===== src/rtl/jtag_pkg.sv =====
// Shared JTAG constants: capture LSB pattern, 4-bit default opcodes and the
// instruction-select enum used by the IR decode.
package jtag_pkg;

  localparam logic [1:0] CAPTURE_LSB = 2'b01;

  localparam logic [3:0] EXTEST_OP4 = 4'b0000;
  localparam logic [3:0] BYPASS_OP4 = 4'b1111;
  localparam logic [3:0] IDCODE_OP4 = 4'b0010;
  localparam logic [3:0] SAMPLE_OP4 = 4'b0001;

  typedef enum logic [1:0] {
    SEL_BYPASS,
    SEL_IDCODE,
    SEL_SAMPLE,
    SEL_EXTEST
  } sel_e;

endpackage


===== src/rtl/jtag_ir_param_if.sv =====
// TAP-to-IR signal bundle: TAP state enables and status in, shift/decode results out.
interface jtag_ir_param_if #(
  parameter int unsigned IR_WIDTH = 4
);
  localparam int unsigned ST_W = (IR_WIDTH > 2) ? IR_WIDTH - 2 : 1;

  logic                TDI;
  logic                CaptureIR;
  logic                ShiftIR;
  logic                UpdateIR;
  logic                TestLogicReset;
  logic [ST_W-1:0]     StatusIn;
  logic                TDO;
  logic [IR_WIDTH-1:0] Instruction;
  logic                SelBypass;
  logic                SelIdcode;
  logic                SelSample;
  logic                SelExtest;
  logic                ShiftErr;

  modport master (
    output TDI, CaptureIR, ShiftIR, UpdateIR, TestLogicReset, StatusIn,
    input  TDO, Instruction, SelBypass, SelIdcode, SelSample, SelExtest, ShiftErr
  );

  modport slave (
    input  TDI, CaptureIR, ShiftIR, UpdateIR, TestLogicReset, StatusIn,
    output TDO, Instruction, SelBypass, SelIdcode, SelSample, SelExtest, ShiftErr
  );

endinterface


===== src/rtl/jtag_ir_decode.sv =====
// Combinational instruction decode into one-hot TDR selects; unknown opcodes select bypass.
module jtag_ir_decode
  import jtag_pkg::*;
#(
  parameter int unsigned          IR_WIDTH  = 4,
  parameter logic [IR_WIDTH-1:0]  IDCODE_OP = IR_WIDTH'(IDCODE_OP4),
  parameter logic [IR_WIDTH-1:0]  SAMPLE_OP = IR_WIDTH'(SAMPLE_OP4)
) (
  input  logic [IR_WIDTH-1:0] instr,
  output logic                sel_bypass,
  output logic                sel_idcode,
  output logic                sel_sample,
  output logic                sel_extest
);

  sel_e sel;

  always_comb begin
    sel = SEL_BYPASS;
    if (instr == '0) begin
      sel = SEL_EXTEST;
    end else if (instr == '1) begin
      sel = SEL_BYPASS;
    end else if (instr == IDCODE_OP) begin
      sel = SEL_IDCODE;
    end else if (instr == SAMPLE_OP) begin
      sel = SEL_SAMPLE;
    end
  end

  assign sel_bypass = (sel == SEL_BYPASS);
  assign sel_idcode = (sel == SEL_IDCODE);
  assign sel_sample = (sel == SEL_SAMPLE);
  assign sel_extest = (sel == SEL_EXTEST);

endmodule


===== src/rtl/jtag_ir_param.sv =====
// Parametrised JTAG instruction register with capture/shift/update and decode.
// Optional short-shift detection is built when JTAG_IR_SHIFT_CHECK_EN is defined.
module jtag_ir_param
  import jtag_pkg::*;
#(
  parameter int unsigned          IR_WIDTH  = 4,
  parameter logic [IR_WIDTH-1:0]  IDCODE_OP = IR_WIDTH'(IDCODE_OP4),
  parameter logic [IR_WIDTH-1:0]  SAMPLE_OP = IR_WIDTH'(SAMPLE_OP4)
) (
  input  logic             TCK,
  input  logic             TRST,
  jtag_ir_param_if.slave   ir
);

  logic [IR_WIDTH-1:0] shift_q, shift_d;
  logic [IR_WIDTH-1:0] instr_q, instr_d;
  logic [IR_WIDTH-1:0] cap;

  // Status fills the bits above the fixed 01 pattern; IR_WIDTH=2 carries no status.
  always_comb begin
    cap      = '0;
    cap[1:0] = CAPTURE_LSB;
    for (int unsigned i = 2; i < IR_WIDTH; i++) begin
      cap[i] = ir.StatusIn[i-2];
    end
  end

`ifdef JTAG_IR_SHIFT_CHECK_EN
  localparam int unsigned CNT_W = $clog2(IR_WIDTH + 1);
  logic [CNT_W-1:0] cnt_q, cnt_d;
  logic             err_q, err_d;
`endif

  always_comb begin
    shift_d = shift_q;
    instr_d = instr_q;
`ifdef JTAG_IR_SHIFT_CHECK_EN
    cnt_d   = cnt_q;
    err_d   = err_q;
`endif
    if (ir.TestLogicReset) begin
      instr_d = IDCODE_OP;
`ifdef JTAG_IR_SHIFT_CHECK_EN
      err_d   = 1'b0;
`endif
    end else begin
      if (ir.CaptureIR) begin
        shift_d = cap;
`ifdef JTAG_IR_SHIFT_CHECK_EN
        cnt_d   = '0;
`endif
      end else if (ir.ShiftIR) begin
        shift_d = {ir.TDI, shift_q[IR_WIDTH-1:1]};
`ifdef JTAG_IR_SHIFT_CHECK_EN
        if (cnt_q < CNT_W'(IR_WIDTH)) cnt_d = cnt_q + 1'b1;
`endif
      end
      // Update is independent of capture/shift and uses the pre-edge shift value.
      if (ir.UpdateIR) begin
`ifdef JTAG_IR_SHIFT_CHECK_EN
        cnt_d = '0;
        if (cnt_q < CNT_W'(IR_WIDTH)) begin
          err_d = 1'b1;
        end else begin
          instr_d = shift_q;
        end
`else
        instr_d = shift_q;
`endif
      end
    end
  end

  always_ff @(posedge TCK) begin
    if (!TRST) begin
      shift_q <= cap;
      instr_q <= IDCODE_OP;
`ifdef JTAG_IR_SHIFT_CHECK_EN
      cnt_q   <= '0;
      err_q   <= 1'b0;
`endif
    end else begin
      shift_q <= shift_d;
      instr_q <= instr_d;
`ifdef JTAG_IR_SHIFT_CHECK_EN
      cnt_q   <= cnt_d;
      err_q   <= err_d;
`endif
    end
  end

  assign ir.TDO         = shift_q[0];
  assign ir.Instruction = instr_q;
`ifdef JTAG_IR_SHIFT_CHECK_EN
  assign ir.ShiftErr    = err_q;
`else
  assign ir.ShiftErr    = 1'b0;
`endif

  jtag_ir_decode #(
    .IR_WIDTH  (IR_WIDTH),
    .IDCODE_OP (IDCODE_OP),
    .SAMPLE_OP (SAMPLE_OP)
  ) u_decode (
    .instr      (instr_q),
    .sel_bypass (ir.SelBypass),
    .sel_idcode (ir.SelIdcode),
    .sel_sample (ir.SelSample),
    .sel_extest (ir.SelExtest)
  );

endmodule


===== src/flat_wrapper.sv =====
// flat-port wrapper written by rule: the top's interface ports become plain ports
module jtag_ir_param_flat import jtag_pkg::*;
#(
  parameter int unsigned          IR_WIDTH  = 4,
  parameter logic [IR_WIDTH-1:0]  IDCODE_OP = IR_WIDTH'(IDCODE_OP4),
  parameter logic [IR_WIDTH-1:0]  SAMPLE_OP = IR_WIDTH'(SAMPLE_OP4)
)
  (TCK, TRST, ir_TDI, ir_CaptureIR, ir_ShiftIR, ir_UpdateIR, ir_TestLogicReset, ir_StatusIn, ir_TDO, ir_Instruction, ir_SelBypass, ir_SelIdcode, ir_SelSample, ir_SelExtest, ir_ShiftErr);
  jtag_ir_param_if #(.IR_WIDTH(IR_WIDTH)) ir_i ();
  input  logic TCK;
  input  logic TRST;
  input wire logic [$bits(ir_i.TDI)-1:0] ir_TDI;
  input wire logic [$bits(ir_i.CaptureIR)-1:0] ir_CaptureIR;
  input wire logic [$bits(ir_i.ShiftIR)-1:0] ir_ShiftIR;
  input wire logic [$bits(ir_i.UpdateIR)-1:0] ir_UpdateIR;
  input wire logic [$bits(ir_i.TestLogicReset)-1:0] ir_TestLogicReset;
  input wire logic [$bits(ir_i.StatusIn)-1:0] ir_StatusIn;
  output wire logic [$bits(ir_i.TDO)-1:0] ir_TDO;
  output wire logic [$bits(ir_i.Instruction)-1:0] ir_Instruction;
  output wire logic [$bits(ir_i.SelBypass)-1:0] ir_SelBypass;
  output wire logic [$bits(ir_i.SelIdcode)-1:0] ir_SelIdcode;
  output wire logic [$bits(ir_i.SelSample)-1:0] ir_SelSample;
  output wire logic [$bits(ir_i.SelExtest)-1:0] ir_SelExtest;
  output wire logic [$bits(ir_i.ShiftErr)-1:0] ir_ShiftErr;
  assign ir_i.TDI = ir_TDI;
  assign ir_i.CaptureIR = ir_CaptureIR;
  assign ir_i.ShiftIR = ir_ShiftIR;
  assign ir_i.UpdateIR = ir_UpdateIR;
  assign ir_i.TestLogicReset = ir_TestLogicReset;
  assign ir_i.StatusIn = ir_StatusIn;
  assign ir_TDO = ir_i.TDO;
  assign ir_Instruction = ir_i.Instruction;
  assign ir_SelBypass = ir_i.SelBypass;
  assign ir_SelIdcode = ir_i.SelIdcode;
  assign ir_SelSample = ir_i.SelSample;
  assign ir_SelExtest = ir_i.SelExtest;
  assign ir_ShiftErr = ir_i.ShiftErr;
  jtag_ir_param #(.IR_WIDTH(IR_WIDTH), .IDCODE_OP(IDCODE_OP), .SAMPLE_OP(SAMPLE_OP)) u_core (.TCK(TCK), .TRST(TRST), .ir(ir_i));
endmodule

===== config.mk =====
export PLATFORM = sky130hd
export DESIGN_NAME = jtag_ir_param_flat
export DESIGN_NICKNAME = d
export VERILOG_FILES = /design/src/rtl/jtag_pkg.sv /design/src/rtl/jtag_ir_param_if.sv /design/src/rtl/jtag_ir_decode.sv /design/src/rtl/jtag_ir_param.sv /design/src/flat_wrapper.sv
export SDC_FILE = /design/constraint.sdc
export NUM_CORES = 1
export LEC_CHECK = 0
export CAP_MARGIN = 5
export CORE_AREA = 2 2 39 41
export CTS_CLUSTER_SIZE = 8
export DETAILED_ROUTE_END_ITERATION = 7
export DIE_AREA = 0 0 41 43
export SYNTH_ARGS = -nofsm -noshare
export SYNTH_HDL_FRONTEND = slang
export SYNTH_HIERARCHICAL = 1
export SYNTH_SLANG_ARGS = --single-unit

===== constraint.sdc =====
create_clock -name TCK -period 1.73 [get_ports TCK]
set_input_delay 0.346 -clock TCK [delete_from_list [all_inputs] [get_ports TCK]]
set_output_delay 0.346 -clock TCK [all_outputs]
set_load 0.05 [all_outputs]

==> flow_summary.ini <==
[sta]
finalSetupViolCount = 0
whs_ps = 496
setup_tns_ps = 0
rsz0062_at_grt = no
drv_slew = 0
period_share = 0.952
timing.final.ws_setup_ps = 83.5
finalHoldViolCount = 0
fin_skew_ps = 6.72
timing.fmax_mhz = 607
finalCriticalPeriod_ps = 1650

[synth]
ys_seq_area_frac = 0.440
yosys_warnings = 6
yosysTopAreaCell = dfxtp_1
syn-num-nets = 49
synthTopCellsByArea = dfxtp_1, edfxtp_1, mux2i_1
ys_seq_elements = 8
synth_area_um2 = 409
syn_inst = 40
synth_area_per_cell_um2 = 10.2
synth_top_area_share = 0.294
synth_cell_types = 24

[global_route]
grt.total_usage = 0.126
overflow = 0
grt_busiest_layer = met2
grt_max_degree = 10
grt_pass1_vias = 349
antenna_found_initial = 0
globalRouteMet3Util = 0.0157
grt_pass1_wl_mm = 1.44
met2_usage = 0.197
use_met1 = 0.135

[die]
dieArea_mm2 = 0.00176
fp.coreArea_mm2 = 0.00138
num_io_pins = 19
rows = 14
initial_utilization = 0.296
die_y_um = 43
fp.dieW_um = 41

[critical_path]
cp.depth = 2
rr_worst_depth = 2
critical-path-top-delay-family = flip-flops
cp_max_fo = 6
startpoint_type = flop
setup.worst_path.end = ir_SelSample
r2r_slack_ps = 840
regToRegStartpoint = u_core/shift_q[2]$_DFFE_PP_
worstSetupEndpointType = output pin
r2r_end = u_core/shift_q[1]$_SDFFE_PN0P_
crit_type = reg2out
crit_start = u_core/ir.Instruction[0]$_SDFFE_PP0P_
arrival_ps = 1300
crit_path_top_delay_cell = dfxtp_1
crit_buf_inv = 1
crit_chain = nor4b_4 -> buf_12
required_ps = 1380
slowest_delay_ps = 540

[clock_network]
clock_sinks = 8
cts-buffers-inserted = 3
path_clk_slew_ps = 50
insertion_delay_ps = 260
cts_buffer_depth = 2
cts_root_buffer = clkbuf_4
cts_resized = 0
cts_tree = done
hold_buffers = 0
post_cts_buffers = 0
h-tree-depth = 1

[drt]
routedWlPerCell_um = 12.1
finalWirelength_um = 904
routed_via_density = 4.80
vias = 360
antenna_left = 0
drtIter0Drc = 0
drcViolationCount = 0
drt_pre_antenna_iters = 1

[outcome]
status = complete, no violations

[final_layout]
antenna_cells = 0
drive_above_1_share = 0.322
area_delta_synth_final_pct = 77.1
fillerInstances = 127
final_core_util = 0.524
fin_nets = 69

[place]
port-buffer-count = 17
hpwlAfterDp_um = 711
place_ws_ps = 192
place.gp.congestion = 0.638

[pwr]
ir_drop_mv = 0.411
p_leak_nw = 0.289
p_per_area_mw_per_mm2 = 745

[hold_path]
hold_class = reg2reg

[flow_run]
maxCapViolations = 0
-- cells in the final DEF, fill, tap and decap left out, drive strengths merged --
master,n
nand2,2
edfxtp,2
mux2i,3
buf,9
nor2b,2
o311ai,2
inv,2
clkbuf,4
a211o,2
nor4,1
and2,1
nor2,3
clkdlybuf4s50,8
nor4b,2
a32oi,1
nand2b,3
dfxtp,6
nand3b,2
o21bai,1
nor3b,1
conb,1
a32o,1
-- tightest hold or removal path: stages (launching register included) --
cell	delay, ps
dfxtp_1	320
inv_1	50
a32oi_1	70
-- registers in the layout (all words and copies together), names as in the netlist --
name	cells
u_core/shift_q	4
u_core/ir.Instruction	4
-- cells by family after synthesis --
family | count (synthesis) | synth area share
AND/OR/NAND/NOR | 17 | 0.257
flip-flops | 8 | 0.440
AO/OA/AOI/OAI | 7 | 0.171
buffers and inverters | 4 | 0.0489
multiplexers | 3 | 0.0734
other | 1 | 0.00917
-- where the power goes --
group	internal [W]	switching (W)	total [W]
Sequential	0.000205	0.0000170	0.000222
Clock	0.0000885	0.0000674	0.000156
Combinational	0.0000818	0.0000805	0.000162
Total	0.000375	0.000165	0.000540
-- stage by stage --
step	total power, W	cell area, µm²	cells
after global routing	0.000565	724	75
after detailed placement	0.000389	698	71
final	0.000540	724	75
after floorplan	0.000312	455	40
after global placement	0.000388	698	71
after CTS	0.000547	724	75
-- layout make-up --
cell class	count	area, µm²	share of cell area
Multi-Input combinational cell	28	254	0.351
Timing Repair Buffer	17	235	0.325
Sequential cell	8	181	0.250
Clock buffer	4	26.3	0.0363
Tap cell	16	20.0	0.0276
Inverter	2	7.51	0.0104
-- worst min path at each step --
stage,startpoint,end,cells after the start
6_report,u_core/shift_q[0]$_SDFFE_PN1P_,u_core/shift_q[0]$_SDFFE_PN1P_,2
5_1_grt,u_core/shift_q[0]$_SDFFE_PN1P_,u_core/shift_q[0]$_SDFFE_PN1P_,2
4_1_cts,u_core/shift_q[0]$_SDFFE_PN1P_,u_core/shift_q[0]$_SDFFE_PN1P_,2
3_5_place_dp,u_core/shift_q[0]$_SDFFE_PN1P_,u_core/shift_q[0]$_SDFFE_PN1P_,2
3_3_place_gp,u_core/shift_q[0]$_SDFFE_PN1P_,u_core/shift_q[0]$_SDFFE_PN1P_,2
2_1_floorplan,u_core/shift_q[1]$_SDFFE_PN0P_,u_core/ir.Instruction[1]$_SDFFE_PP1P_,1
-- routing by layer --
layer	wire (µm)	up-vias	share of wire
met3	44	2	0.049
met5	0	-	0
met4	12	0	0.013
li1	-	184	-
met2	474	17	0.52
met1	371	157	0.41
-- cell usage after synthesis --
cell / n
dfxtp_1: 6
mux2i_1: 3
nor2_1: 3
edfxtp_1: 2
inv_1: 2
nand2_1: 2
nand2b_1: 2
nand3b_1: 2
nor2b_1: 2
nor4b_1: 2
a211o_1: 1
a211o_2: 1
a32o_1: 1
a32oi_1: 1
and2_1: 1
buf_2: 1
buf_4: 1
conb_1: 1
nand2b_2: 1
nor3b_1: 1
nor4_1: 1
o21bai_1: 1
o311ai_1: 1
o311ai_2: 1
Note: power is estimated with default switching activity, not from simulation.
